**src/rtl/muldiv_pkg.sv**
```systemverilog
// muldiv_pkg: shared state and op encodings for the multiply/divide engine
package muldiv_pkg;
   typedef enum logic [2:0] {ST_IDLE, ST_RUN_MUL, ST_RUN_DIV, ST_SIGN_FIX, ST_DONE} state_t;
   localparam logic [1:0] OP_MULT = 2'b00;
   localparam logic [1:0] OP_DIV = 2'b01;
   localparam logic [1:0] OP_MULTU = 2'b10;
   localparam logic [1:0] OP_DIVU = 2'b11;
endpackage

```
**src/rtl/muldiv_datapath.sv**
```systemverilog
// muldiv_datapath: Booth/restoring iteration registers and Hi/Lo result registers
module muldiv_datapath import muldiv_pkg::*; #(
   parameter int WIDTH = 32
) (
   input  logic             clk,
   input  logic             reset,
   input  logic             load,
   input  logic             div_in,
   input  logic             sgn_in,
   input  logic             step,
   input  logic             wr,
   input  logic [WIDTH-1:0] src_a,
   input  logic [WIDTH-1:0] src_b,
   output logic             mzero,
   output logic [WIDTH-1:0] hi_out,
   output logic [WIDTH-1:0] lo_out
);
   localparam int W = WIDTH;
   logic [W:0] acc, q, acc_n, q_n, r_sh, ext_m, addend, booth;
   logic [W-1:0] m, ua, ub, hi_n, lo_n;
   logic qm1, div, sgn, neg_q, neg_r, ge;
   assign ua = (sgn_in && src_a[W-1]) ? -src_a : src_a;
   assign ub = (sgn_in && src_b[W-1]) ? -src_b : src_b;
   assign mzero = m == '0;
   always_comb begin
      ext_m = {sgn & m[W-1], m};
      addend = (q[0] && !qm1) ? -ext_m : (!q[0] && qm1) ? ext_m : '0;
      booth = acc + addend;
      r_sh = {acc[W-1:0], q[W-1]};
      ge = r_sh >= {1'b0, m};
      acc_n = !step ? acc : div ? (ge ? r_sh - {1'b0, m} : r_sh) : {booth[W], booth[W:1]};
      q_n = !step ? q : div ? {1'b0, q[W-2:0], ge} : {booth[0], q[W:1]};
      // signed mult consumes WIDTH bits so its low half sits one bit higher in q
      lo_n = div ? (neg_q ? -q_n[W-1:0] : q_n[W-1:0]) : sgn ? q_n[W:1] : q_n[W-1:0];
      hi_n = div ? (neg_r ? -acc_n[W-1:0] : acc_n[W-1:0]) : sgn ? acc_n[W-1:0] : {acc_n[W-2:0], q_n[W]};
   end
   always_ff @(posedge clk) begin
      if (reset) begin
         acc <= '0;
         q <= '0;
         m <= '0;
         qm1 <= 1'b0;
         div <= 1'b0;
         sgn <= 1'b0;
         neg_q <= 1'b0;
         neg_r <= 1'b0;
         hi_out <= '0;
         lo_out <= '0;
      end else begin
         if (load) begin
            acc <= '0;
            q <= {div_in ? 1'b0 : sgn_in & src_b[W-1], div_in ? ua : src_b};
            m <= div_in ? ub : src_a;
            qm1 <= 1'b0;
            div <= div_in;
            sgn <= sgn_in;
            neg_q <= div_in & sgn_in & (src_a[W-1] ^ src_b[W-1]);
            neg_r <= div_in & sgn_in & src_a[W-1];
         end else begin
            acc <= acc_n;
            q <= q_n;
            qm1 <= (step && !div) ? q[0] : qm1;
         end
         if (wr) begin
            hi_out <= hi_n;
            lo_out <= lo_n;
         end
      end
   end
endmodule

```
**src/rtl/muldiv_unit.sv**
```systemverilog
// muldiv_unit: multicycle mult/div FSM and handshake; MULDIV_UNSIGNED_EN enables multu/divu
module muldiv_unit import muldiv_pkg::*; #(
   parameter int WIDTH = 32,
   localparam int CNT_W = $clog2(WIDTH) + 1
) (
   input  logic             clk,
   input  logic             reset,
   input  logic             start,
   input  logic [1:0]       op,
   input  logic [WIDTH-1:0] src_a,
   input  logic [WIDTH-1:0] src_b,
   output logic             busy,
   output logic             done,
   output logic             dzero,
   output logic [WIDTH-1:0] hi_out,
   output logic [WIDTH-1:0] lo_out
);
   state_t state, state_n;
   logic [CNT_W-1:0] cnt, cnt_n, mul_last;
   logic go, div_r, sgn_r, div_in, sgn_in, accept, step, wr, mzero, dz_hit;
   assign div_in = op == OP_DIV || op == OP_DIVU;
`ifdef MULDIV_UNSIGNED_EN
   assign sgn_in = !(op == OP_MULTU || op == OP_DIVU);
`else
   assign sgn_in = 1'b1;
`endif
   // go marks the capture cycle: operands are loaded, the run starts one edge later
   assign accept = state == ST_IDLE && !go && start;
   assign dz_hit = state == ST_IDLE && go && div_r && mzero;
   assign mul_last = sgn_r ? CNT_W'(WIDTH - 1) : CNT_W'(WIDTH);
   assign busy = state == ST_RUN_MUL || state == ST_RUN_DIV || state == ST_SIGN_FIX;
   assign done = state == ST_DONE;
   always_comb begin
      state_n = state;
      cnt_n = cnt;
      step = 1'b0;
      wr = 1'b0;
      case (state)
         ST_IDLE: if (go) begin
            cnt_n = '0;
            state_n = !div_r ? ST_RUN_MUL : mzero ? ST_DONE : ST_RUN_DIV;
         end
         ST_RUN_MUL: begin
            step = 1'b1;
            cnt_n = cnt + 1'b1;
            wr = cnt == mul_last;
            state_n = wr ? ST_DONE : ST_RUN_MUL;
         end
         ST_RUN_DIV: begin
            step = 1'b1;
            cnt_n = cnt + 1'b1;
            if (cnt == CNT_W'(WIDTH - 1)) begin
               state_n = sgn_r ? ST_SIGN_FIX : ST_DONE;
               wr = !sgn_r;
            end
         end
         ST_SIGN_FIX: begin
            wr = 1'b1;
            state_n = ST_DONE;
         end
         default: state_n = ST_IDLE;
      endcase
   end
   always_ff @(posedge clk) begin
      if (reset) begin
         state <= ST_IDLE;
         cnt <= '0;
         go <= 1'b0;
         div_r <= 1'b0;
         sgn_r <= 1'b0;
         dzero <= 1'b0;
      end else begin
         state <= state_n;
         cnt <= cnt_n;
         go <= accept;
         if (accept) begin
            div_r <= div_in;
            sgn_r <= sgn_in;
            dzero <= 1'b0;
         end else if (dz_hit) begin
            dzero <= 1'b1;
         end
      end
   end
   muldiv_datapath #(.WIDTH(WIDTH)) u_dp (
      .clk(clk),
      .reset(reset),
      .load(accept),
      .div_in(div_in),
      .sgn_in(sgn_in),
      .step(step),
      .wr(wr),
      .src_a(src_a),
      .src_b(src_b),
      .mzero(mzero),
      .hi_out(hi_out),
      .lo_out(lo_out)
   );
endmodule

```
**config.mk**
```make
export PLATFORM = sky130hd
export DESIGN_NAME = muldiv_unit
export DESIGN_NICKNAME = d
export VERILOG_FILES = /design/src/rtl/muldiv_pkg.sv /design/src/rtl/muldiv_datapath.sv /design/src/rtl/muldiv_unit.sv
export SDC_FILE = /design/constraint.sdc
export NUM_CORES = 1
export LEC_CHECK = 0
export ABC_AREA = 1
export BUFFER_PORTS_ARGS = -buffer_cell sky130_fd_sc_hd__buf_2
export CAP_MARGIN = 20
export CORE_AREA = 2 2 231 233
export CTS_CLUSTER_SIZE = 16
export DETAILED_ROUTE_END_ITERATION = 16
export DIE_AREA = 0 0 233 235
export PLACE_DENSITY = 0.54
export RECOVER_POWER = 50
export SYNTH_ARGS = -nofsm -noshare
export SYNTH_HDL_FRONTEND = slang
export SYNTH_SLANG_ARGS = --single-unit
```
**constraint.sdc**
```tcl
create_clock -name clk -period 5.7 [get_ports clk]
set_clock_uncertainty 0.15 [all_clocks]
set_input_delay 0.855 -clock clk [delete_from_list [all_inputs] [get_ports clk]]
set_output_delay 0.855 -clock clk [all_outputs]
set_load 0.05 [all_outputs]
```
* Word level (Yosys, flattened, before mapping)
Index checks and enable logic that the tools add are counted.
** Word-level totals
- Bits in registers :: 178
- Bits of input ports :: 69
- Output and inout port bits :: 67
- Word-level logic and storage cells :: 93
** Cells by class
- Add/sub/neg operators :: 8
- $lt $le $gt $ge :: 1
- Equal/unequal tests :: 10
- Multiplexer cells :: 32
- Bitwise gates (word level) :: 4
- Reductions and logical operators :: 23
** Operators by type and width (number)
- $mux 32 :: 11
- $mux 33 :: 7
- $neg 32->32 :: 4
- $add 33x33->33 :: 1
- $ge 33x32->1 :: 1
- $neg 33->33 :: 1
- $sub 33x32->33 :: 1
- $logic_not 32->1 :: 1
- $mux 3 :: 6
- $mux 6 :: 2
- $pmux 3 s4 :: 1
- $pmux 6 s2 :: 1
- $logic_and 1x1->1 :: 8
- $add 6x1->6 const B :: 1
- $eq 3x2->1 const B :: 2
- $eq 6x5->1 const B :: 1
- $eq 6x6->1 :: 1
- $logic_not 1->1 :: 5
- $reduce_and 2->1 :: 2
- $reduce_or 2->1 :: 2
- $and 1x1->1 :: 3
- $eq 3x1->1 const B :: 1
- $eq 3x3->1 const B :: 1
- $logic_not 3->1 :: 1
- other kinds (9) :: 13

* Logic depth before layout (Yosys ltp)
- Word-level depth :: 10
- Gate-level depth with buffers :: 35
- Gate-level depth less buffers :: 35

* By module
From an unflattened synthesis, not the netlist that was laid out.
** Second synthesis, totals
- Cells, all modules :: 2977
- Area, all modules :: 17678.2 um2
** Modules (own cells, without submodules)
- muldiv_datapath :: times used 1, cells each 2857, area an instance 16888.7 um2, sequential area each 3343.2 um2
- muldiv_unit :: times used 1, cells each 120, area an instance 789.5 um2, sequential area each 260.2 um2

* Worst setup path after synthesis
No wires, ideal clock.
- Path kind :: reg2reg
- Start :: register u_dp.m[1]
- End :: register u_dp.hi_out[31]
- Library setup time :: 0.122 ns
- Data arrival time :: 3.770 ns
- Data required time :: 5.428 ns
- Slack :: 1.658 ns
- Cell stages (with the launch flop) :: 32
- Path buffers :: 0
- Period minus slack after synthesis :: 4.042 ns
- Cells stage by stage :: dfxtp_1 > inv_1 > ha_1 > inv_1 > nor3_1 > nand3_1 > nor3_1 > nand3_1 > o21ai_0 > o21ai_0 > a21oi_1 > a21oi_1 > ha_1 > nand2_1 > nor2_1 > nand2_1 > nor2_1 > nand2_1 > nand3_1 > nand2_1 > nand3_1 > nand2_1 > inv_1 > nand2_1 > inv_1 > nand2_1 > nor2_1 > nand4_1 > nand2_1 > nand3_1 > nand3_2 > a21oi_2
** On the way
- Longest elaborated chain between the ends :: 8
- Elaborated cells between the ends (all ways) :: 13
- Classes of those cells :: add/sub: 4; order compare: 1; mux: 8
** Ends and longest elaborated chain
- from (decl) :: RTL line muldiv_datapath.sv:20 : logic [W-1:0] m, ua, ub, hi_n, lo_n;
- from (signal assigned) :: RTL line muldiv_datapath.sv:53 : m <= div_in ? ub : src_a;
- $neg 33->33 / $mux 33 (equally long branches) :: RTL line muldiv_datapath.sv:27 : addend = (q[0] && !qm1) ? -ext_m : (!q[0] && qm1) ? ext_m : '0;
- $mux 33 :: RTL line muldiv_datapath.sv:27
- $add 33x33->33 :: RTL line muldiv_datapath.sv:28 : booth = acc + addend;
- $mux 33 * :: RTL line muldiv_datapath.sv:31 : acc_n = !step ? acc : div ? (ge ? r_sh - {1'b0, m} : r_sh) : {booth[W], booth[W:1]};
- $mux 32 * :: RTL line muldiv_datapath.sv:31
- $neg 32->32 :: RTL line muldiv_datapath.sv:35 : hi_n = div ? (neg_r ? -acc_n[W-1:0] : acc_n[W-1:0]) : sgn ? acc_n[W-1:0] : {acc_n[W-2:0], q_n[W]};
- $mux 32 :: RTL line muldiv_datapath.sv:35
- $mux 32 * :: RTL line muldiv_datapath.sv:35
- to (signal assigned) :: RTL line muldiv_datapath.sv:65 : hi_out <= hi_n;
- to (decl) :: RTL line muldiv_datapath.sv:15 : output logic [WIDTH-1:0] hi_out,
Mark *: on every way between the ends. The rest lies on a longest branch, timed or not.
A chain may end at the register's enable or synchronous reset.

* Worst setup path in the final report
- Start :: register u_dp.m[0]
- End :: register u_dp.hi_out[31]
Same word-level chain as after synthesis.

==> metrics.cfg <==
[critical_path]
slowest_delay_ps = 440
r2r_end = u_dp.hi_out[31]$_SDFFE_PP0P_
endpoint = u_dp.hi_out[31]$_SDFFE_PP0P_
arrival_ps = 5420
timing.rr.start = u_dp.m[0]$_SDFFE_PP0P_
worst_r2r_path_depth = 31
path_max_fanout = 5
endpoint_kind = register
start_kind = register
crit_top_cell = nand2_1
r2r_slack_ps = 560
critPathKind = register to register
cp-startpoint = u_dp.m[0]$_SDFFE_PP0P_
critical-path-slowest-cell = ha_1
required_ps = 5980

[sta]
relSlewSlack_pct = -168
setup_violations = 0
fin_crit_sh_pct = 90.2
maxSlewViolCount = 134
timing.fmax_mhz = 194
hold_viol = 0
max_slew.worst_pin.slew_ps = 4020
grt_setup_unrepaired = false
min_period_ps = 5140
fin_setup_tns_ps = 0

[synth]
ys_types = 62
synth_seq_area_share_pct = 19.7
netlist_area_sq_um = 18100
async_reset_ff_share_pct = 0
synth_nets = 3192
synth_edf_count = 0
syn_area_per_cell_sq_um = 5.94
yosys_warnings = 0
syn_inst = 3048
synth_flop_cell = dfxtp_1
synth-seq-cells = 178

[route]
drt-total-wl_mm = 77.2
drtAntennaViolNets = 0
vias = 21000
drt_pass1_iterations = 8
initialDrtViolationCount = 1869
avgRoutedWirePerCell_um = 20.2
drcViolationCount = 0
via_per_inst = 5.49

[clock_tree]
cts-root-buf = clkbuf_16
htreeDepth = 4
cts_buffer_depth = 2
cts_buffers = 17
cts.reportedPaths.clkPinSlew_ps = 80
clkLatencyLatePin_ps = 500
cts_tree = built
postCtsHoldBufs = 0
cts_sinks = 178

[power_and_ir_drop]
swShare_pct = 53.2
vdd_drop_max_mv = 0.293
p_per_area_nw_per_um2 = 340
clkPwrFrac_pct = 18.4
p_int_mw = 3.17
power_mw = 6.78
switching_power_mw = 3.60
p_leak_nw = 9.64
seqPwrFrac_pct = 21.9
pwr-share-comb_pct = 59.7

[grt]
grt_max_degree = 88
antenna_found_initial = 0
grt_first_pass_wirelength_mm = 117
grt_pass1_vias = 19600
track_usage_pct = 28.0
overflow = 0

[floorplanning]
die_y_um = 235
rows = 84
core_region_area_sq_um = 52200
initial_utilization_pct = 34.7
fp.dieW_um = 233
die-area_sq_um = 54800
pin_count = 136

[cells_and_area]
nNetsFinal = 3268
drive_above_1_share_pct = 9.88
fill_cells = 5779
diodes = 0
layout_commonest_cell = nand2_1
final_cell_mix = 668 x nand2_1, 408 x inv_1, 323 x nor2_1
area_delta_synth_final_pct = 10.1

[placed_design]
place.gp.congestion = 1.02
io_buffers = 134
dp_hpwl_mm = 61.0

[run_status]
status = complete, but fails checks
violations = max-capacitance violations, max-slew violations

[job]
maxCapViolations = 2

[hold_path]
hp-class = register to register

-- critical path, delay by kind of cell (launching register included) --
kind | cells | cell delay (ps)
AO/OA/AOI/OAI | 4 | 970
buffers and inverters | 2 | 160
adder cells (fa/ha/maj) | 1 | 440
AND/OR/NAND/NOR | 24 | 3030
flip-flops | 1 | 330
-- logic make-up after synthesis --
kind of cell | count (synthesis) | share of synthesized area [%]
AOI/OAI and AO/OA | 714 | 22.7
adders and majority gates | 75 | 5.26
buffers and inverters | 548 | 12.2
and+or+nand+nor | 1488 | 37.9
DFF | 178 | 19.7
xor gates and xnor gates | 45 | 2.18
-- timing repair --
item	CTS	global route
setup buffers	0	1
gates resized for setup	0	12
endpoints found under the setup margin	0	13
-- stage by stage --
step                      cells  cell area, sq um  setup slack (ps)  hold WS, ps  utilization (%)
final                      3825             19900               558          312             38.2
after CTS                  3823             20000               308          316             38.2
after floorplan            3048             18100              1660          302                -
after global placement     3791             19400               334          307             37.1
after global routing       3825             19900              9.12          331             38.2
after detailed placement   3791             19400               357          316             37.1
-- registers in the layout, indices dropped and copies added (netlist names), 3 cells and up --
signal and flops:
u_dp.acc 33, u_dp.lo_out 32, u_dp.hi_out 32, state 3, cnt 6, u_dp.m 32, u_dp.q 33
-- power groups by stage --
stage	sequential [mW]	combinational, mW	clock, mW
5_1_grt	1.49	4.46	1.32
2_1_floorplan	1.45	2.86	0
6_report	1.48	4.05	1.25
3_3_place_gp	1.50	3.95	0
3_5_place_dp	1.50	3.96	0
4_1_cts	1.48	3.99	1.27
-- cell type report --
type / instances / area [sq um] / share of cell area [%]
well taps: 688 / 861 / 4.32
multi-input cells: 2322 / 12400 / 62.2
clock buffers: 22 / 464 / 2.33
flip-flops and latches: 178 / 3570 / 17.9
clock inverters: 10 / 126 / 0.634
inverters: 427 / 1610 / 8.05
repair buffers: 178 / 922 / 4.62
-- worst min-delay path by stage --
stage | end | depth (start not counted) | startpoint | slack (ps)
global placement | u_dp.qm1$_SDFFE_PP0P_ | 2 | u_dp.q[0]$_SDFF_PP0_ | 310
floorplan | cnt[4]$_SDFFE_PP0P_ | 1 | cnt[4]$_SDFFE_PP0P_ | 300
CTS | u_dp.qm1$_SDFFE_PP0P_ | 2 | u_dp.q[0]$_SDFF_PP0_ | 320
finish | u_dp.qm1$_SDFFE_PP0P_ | 2 | u_dp.q[0]$_SDFF_PP0_ | 310
global route | u_dp.qm1$_SDFFE_PP0P_ | 2 | u_dp.q[0]$_SDFF_PP0_ | 330
detailed placement | u_dp.qm1$_SDFFE_PP0P_ | 2 | u_dp.q[0]$_SDFF_PP0_ | 320
-- synthesized netlist by cell type (all sizes together), types with 2 or more instances --
cell type	instances	area (sq um)
o211ai	24	180
o221ai	27	236
nand3b	14	118
nor3	49	278
o21ai	349	1770
nor4	10	62.6
inv	424	1590
a31oi	12	75.1
nand3	285	1690
a221oi	45	407
a21oi	205	1070
fa	2	40.0
or2	10	62.6
nand4	51	344
nand2	699	2730
and2	3	21.3
o31ai	5	37.5
dfxtp	178	3560
buf	46	329
a21o	3	22.5
ha	73	913
clkinv	3	11.3
o41ai	2	25.0
xnor2	13	114
o22ai	27	169
o21bai	11	82.6
clkbuf	75	282
nor2	365	1540
xor2	32	280
-- routing by layer --
| layer | vias to the layer above | GRT usage, % | part of all wire [%] |
|---|---|---|---|
| li1 | 10300 | - | - |
| met1 | 9896 | 36.3 | 44 |
| met2 | 667 | 47.7 | 48 |
| met3 | 92 | 3.40 | 5.3 |
| met4 | 0 | 9.09 | 3.2 |
| met5 | - | 0 | 0 |
No activity file was read; power rests on OpenSTA's default activity.
